[config.mk]
export PLATFORM = sky130hd
export DESIGN_NAME = aes_block_packer
export DESIGN_NICKNAME = d
export VERILOG_FILES = /design/src/rtl/aes_block_packer.sv
export SDC_FILE = /design/constraint.sdc
export NUM_CORES = 1
export LEC_CHECK = 0
export CAP_MARGIN = 20
export CORE_MARGIN = 2
export CORE_UTILIZATION = 50
export CTS_BUF_LIST = sky130_fd_sc_hd__clkbuf_4 sky130_fd_sc_hd__clkbuf_8
export DETAILED_ROUTE_END_ITERATION = 8
export PLACE_DENSITY = 0.74
export SLEW_MARGIN = 20
export SYNTH_ARGS = -nofsm -noshare
export SYNTH_HDL_FRONTEND = slang
export SYNTH_SLANG_ARGS = --single-unit
[constraint.sdc]
create_clock -name clk -period 4.1 [get_ports clk]
set_clock_uncertainty 0.15 [all_clocks]
set_input_delay 0.82 -clock clk [delete_from_list [all_inputs] [get_ports clk]]
set_output_delay 0.82 -clock clk [all_outputs]
set_load 0.01 [all_outputs]
[src/rtl/aes_block_packer.sv]
// Packs a byte stream into 128-bit blocks; the first block after reset is the key block.
// Latency: ready pulses the cycle after the 16th byte edge, provided no block is pending.
// Backpressure: byte_ready drops while a complete block waits for the output register.
module aes_block_packer #(
  parameter int unsigned KEY_HOLD = 2
) (
  input  logic         clk,
  input  logic         n_rst,
  input  logic         byte_valid,
  input  logic [7:0]   byte_data,
  output logic         byte_ready,
  input  logic         abort,
  input  logic         complete,
  output logic         ready,
  output logic [0:127] data_out,
  output logic         is_key,
  output logic [15:0]  blocks_sent,
  output logic         proto_err
);

  logic [0:127] asm_q, asm_d;
  logic [3:0]   cnt_q, cnt_d;
  logic         asm_full_q, asm_full_d;
  logic [0:127] dout_q, dout_d;
  logic         pending_q, pending_d;
  logic         ready_q, ready_d;
  logic         is_key_q, is_key_d;
  logic         key_phase_q, key_phase_d;
  logic [15:0]  sent_q, sent_d;
  logic         perr_q, perr_d;
  logic [3:0]   hold_q, hold_d;

  logic accept;
  logic last_byte;
  logic xfer;
  logic key_tick;
  logic key_release;
  logic data_release;

  // Next-state logic for assembly, output register, key hold and error flag
  always_comb begin
    accept       = byte_valid && !asm_full_q;
    last_byte    = accept && (cnt_q == 4'd15);
    // abort beats a transfer on the same edge
    xfer         = (asm_full_q || last_byte) && !pending_q && !abort;
    // the hold counter only starts running once the ready cycle has passed
    key_tick     = pending_q && is_key_q && !ready_q;
    key_release  = key_tick && (hold_q == 4'd1);
    data_release = complete && pending_q && !is_key_q && !ready_q;

    asm_d = asm_q;
    if (accept) begin
      asm_d[{cnt_q, 3'b000} +: 8] = byte_data;
    end

    cnt_d = cnt_q;
    if (abort) begin
      cnt_d = 4'd0;
    end else if (accept) begin
      cnt_d = cnt_q + 4'd1;
    end

    asm_full_d = asm_full_q;
    if (abort || xfer) begin
      asm_full_d = 1'b0;
    end else if (last_byte) begin
      asm_full_d = 1'b1;
    end

    // asm_d already contains the byte landing on this edge
    dout_d      = xfer ? asm_d : dout_q;
    is_key_d    = xfer ? key_phase_q : is_key_q;
    key_phase_d = xfer ? 1'b0 : key_phase_q;
    sent_d      = xfer ? sent_q + 16'd1 : sent_q;
    ready_d     = xfer;

    pending_d = pending_q;
    if (xfer) begin
      pending_d = 1'b1;
    end else if (key_release || data_release) begin
      pending_d = 1'b0;
    end

    hold_d = hold_q;
    if (xfer) begin
      hold_d = 4'(KEY_HOLD);
    end else if (key_tick && (hold_q != 4'd0)) begin
      hold_d = hold_q - 4'd1;
    end

    perr_d = perr_q || (complete && (!pending_q || is_key_q));
  end

  // State registers; reset drops partial bytes and any pending block
  always_ff @(posedge clk or negedge n_rst) begin
    if (!n_rst) begin
      asm_q       <= '0;
      cnt_q       <= 4'd0;
      asm_full_q  <= 1'b0;
      dout_q      <= '0;
      pending_q   <= 1'b0;
      ready_q     <= 1'b0;
      is_key_q    <= 1'b0;
      key_phase_q <= 1'b1;
      sent_q      <= 16'd0;
      perr_q      <= 1'b0;
      hold_q      <= 4'd0;
    end else begin
      asm_q       <= asm_d;
      cnt_q       <= cnt_d;
      asm_full_q  <= asm_full_d;
      dout_q      <= dout_d;
      pending_q   <= pending_d;
      ready_q     <= ready_d;
      is_key_q    <= is_key_d;
      key_phase_q <= key_phase_d;
      sent_q      <= sent_d;
      perr_q      <= perr_d;
      hold_q      <= hold_d;
    end
  end

  assign byte_ready  = !asm_full_q;
  assign ready       = ready_q;
  assign data_out    = dout_q;
  assign is_key      = is_key_q;
  assign blocks_sent = sent_q;
  assign proto_err   = perr_q;

endmodule

==> results.sh <==
export IMPL_synth_compound_area_share_pct=1.803
export IMPL_hold_buffers=0
export IMPL_setup_viol=0
export IMPL_totalWireLength_um=24980
export IMPL_status="complete, no violations"
export IMPL_rows=56
export IMPL_crit_required_ns=4.36
export IMPL_ys_seq_area_share_pct=59.96
export IMPL_syn_num_nets=825
export IMPL_synth_top_family_by_area="multiplexers"
export IMPL_place_gp_congestion=0.7305
export IMPL_io_buffers=160
export IMPL_critPathKind="flop to flop"
export IMPL_ys_warn_count=0
export IMPL_first_global_vias=7153
export IMPL_dieArea_um2=25130
export IMPL_slew_viol_final=0
export IMPL_worst_hold_slack_ns=0.06782
export IMPL_peakVddDrop_mv=0.2099
export IMPL_antenna_left=0
export IMPL_drt_iter0_drc=343
export IMPL_dr_pass1_iters=4
export IMPL_tightest_slew_ns=0.7932
export IMPL_crit_path_cell_trace="ha_1 -> a41oi_2 -> or3_1 -> inv_8 -> buf_4 -> mux2_4"
export IMPL_antenna_cells=0
export IMPL_rsz0062_at_grt="false"
export IMPL_finalHoldViolations=0
export IMPL_dpl_cell_count=1264
export IMPL_finalSetupTns_ns=0
export IMPL_drive_gt1_share_pct=32.32
export IMPL_path_max_fanout=49
export IMPL_grt_overflow=0
export IMPL_critPathCaptureType="flop"
export IMPL_synth_main_ff_cell="dfrtp_1"
export IMPL_grtUsageTotal_pct=20.54
export IMPL_max_stage_delay_ns=0.57
export IMPL_nets=1015
export IMPL_worstPathArrival_ns=3.25
export IMPL_synth_edf_count=0
export IMPL_worst_path_max_delay_cell="dfrtp_1"
export IMPL_cp_num_buf_inv=2
export IMPL_timing_fmax_mhz=334.2
export IMPL_hold_class="input port to async pin"
export IMPL_cts_sinks=286
export IMPL_critPathLaunchType="flop"
export IMPL_clockBufferDepth=3
export IMPL_synth_fa_ha_area_share_pct=1.048
export IMPL_syn2layout_area_growth_pct=23.44
export IMPL_die_w_um=158.5
export IMPL_core_um2=23470
export IMPL_power_density_nw_per_um2=393.1
export IMPL_dp_hpwl_um=16270
export IMPL_start_util_pct=50.86
export IMPL_cts_tree="yes"
export IMPL_final_util_pct=62.79
export IMPL_synthMuxAreaShare_pct=23.43
export IMPL_wl_per_cell_um=18.60
export IMPL_ioPinCount=161
export IMPL_synth_cell_area_um2=11940
export IMPL_grt_pass1_wl_um=39870
export IMPL_drc=0
export IMPL_insertion_delay_ns=0.53
export IMPL_clk_pin_slew_ns=0.06
export IMPL_crit_family="buffers and inverters"
export IMPL_syn_area_per_cell_um2=14.89
export IMPL_grt_max_degree=79
export IMPL_syn_inst=802
export IMPL_vias=6849
export IMPL_p_total_mw=5.794
export IMPL_cts_htree_levels=2
export IMPL_postCtsSetupBuffers=0
export IMPL_synthArstFlopShare_pct=100.0
export IMPL_cts_resized=0
export IMPL_via_per_inst=5.100
export IMPL_synth_seq_cells=286
export IMPL_cts_root_buf="clkbuf_8"
export IMPL_numCtsBuffers=45
export IMPL_p_leak_nw=7.105
export IMPL_synthSimpleGateAreaFrac_pct=8.562
export IMPL_final_cells=1343
export IMPL_synth_cell_types=49
export IMPL_finalCritPeriodShare_pct=72.99
export IMPL_relSlewSlack_pct=46.83
export IMPL_antenna_found_initial=0
export IMPL_die_y_um=158.5
export IMPL_cap_violations=0
export IMPL_synth_xor_area_share_pct=1.593
export IMPL_fin_crit_ns=2.992
kinds of logic after synthesis:
group,count (synthesis)
compound gates,34
xor+xnor,20
fa+ha+maj,10
buf+inv,47
flops,286
mux,216
simple gates,189
layout by cell type, fill, tap and decap left out, types with 7 or more instances in the layout:
| master | count |
|---|---|
| nor2_1 | 28 |
| nand4_1 | 10 |
| or2_2 | 8 |
| o21ai_0 | 9 |
| clkbuf_4 | 12 |
| mux2_4 | 100 |
| clkdlybuf4s50_1 | 159 |
| nand3_1 | 7 |
| and3_1 | 7 |
| and2_1 | 23 |
| inv_1 | 14 |
| nand2_1 | 70 |
| a31oi_1 | 17 |
| buf_4 | 8 |
| xnor2_1 | 12 |
| mux2i_1 | 8 |
| dfrtp_1 | 285 |
| ha_1 | 10 |
| clkbuf_8 | 60 |
| mux2_2 | 108 |
stage by stage:
step | setup WS, ns | instance area (um2)
final | 1.108 | 14740
after global routing | 0.9668 | 14740
after CTS | 1.123 | 14740
after detailed placement | 0.5984 | 13760
after global placement | 0.6694 | 13760
after floorplan | 1.694 | 11940
where the power goes:
group	switching, mW	leakage [nW]	internal (mW)	total, mW
Sequential	0.0281	3.90	2.92	2.95
Combinational	0.184	2.68	0.118	0.303
Clock	1.07	0.524	1.47	2.54
Total	1.28	7.11	4.52	5.79
cell type report:
| class | instances | area (um2) |
|---|---|---|
| fillers | 1769 | 8735 |
| flip-flops and latches | 286 | 7158 |
| multi-input cells | 469 | 4350 |
| repair buffers | 174 | 1787 |
| clock buffers | 72 | 915.9 |
| well taps | 319 | 399.1 |
| inverters | 16 | 67.56 |
| clock inverters | 7 | 60.06 |
worst paths after layout:
| check | startpoint | slack (ns) | cells after the start | to |
|---|---|---|---|---|
| worst max-delay path | cnt_q[0] | 1.11 | 6 | data_out[74] |
| worst min-delay path | n_rst | 0.07 | 1 | data_out[3] |
| worst max register to register | cnt_q[0] | 1.11 | 6 | data_out[74] |
| worst min register to register | proto_err | 0.31 | 1 | proto_err |
| max in group asynchronous | n_rst | 2.85 | 2 | asm_q[40] |
| min in group clk | proto_err | 0.31 | 1 | proto_err |
state kept, by name, indices dropped and copies added, names as in the netlist, 4 cells and up:
name,cells
blocks_sent,16
asm_q,128
cnt_q,4
hold_q,4
data_out,128
synthesized netlist by cell type, types with 7 or more instances:
master / count / area, um2
inv_1: 14 / 52.55
nor2_1: 28 / 105.1
nand2_1: 70 / 262.8
xnor2_1: 12 / 105.1
nand4_1: 10 / 62.56
and2_1: 23 / 143.9
mux2_2: 108 / 1216
or2_2: 8 / 50.05
mux2_4: 100 / 1501
buf_12: 11 / 220.2
dfrtp_1: 285 / 7132
and3_1: 7 / 43.79
ha_1: 10 / 125.1
mux2i_1: 8 / 80.08
a31oi_1: 17 / 106.4
o21ai_0: 9 / 45.04
nand3_1: 7 / 35.03
metal layers:
layer | track usage (%) | wire (um) | vias to the layer above
met5 | 0 | 0 | -
met4 | 5.834 | 480 | 0
met3 | 3.865 | 1204 | 40
met2 | 31.61 | 11450 | 178
met1 | 30.02 | 11850 | 3471
li1 | - | - | 3160
No activity file was read; power rests on OpenSTA's default activity.
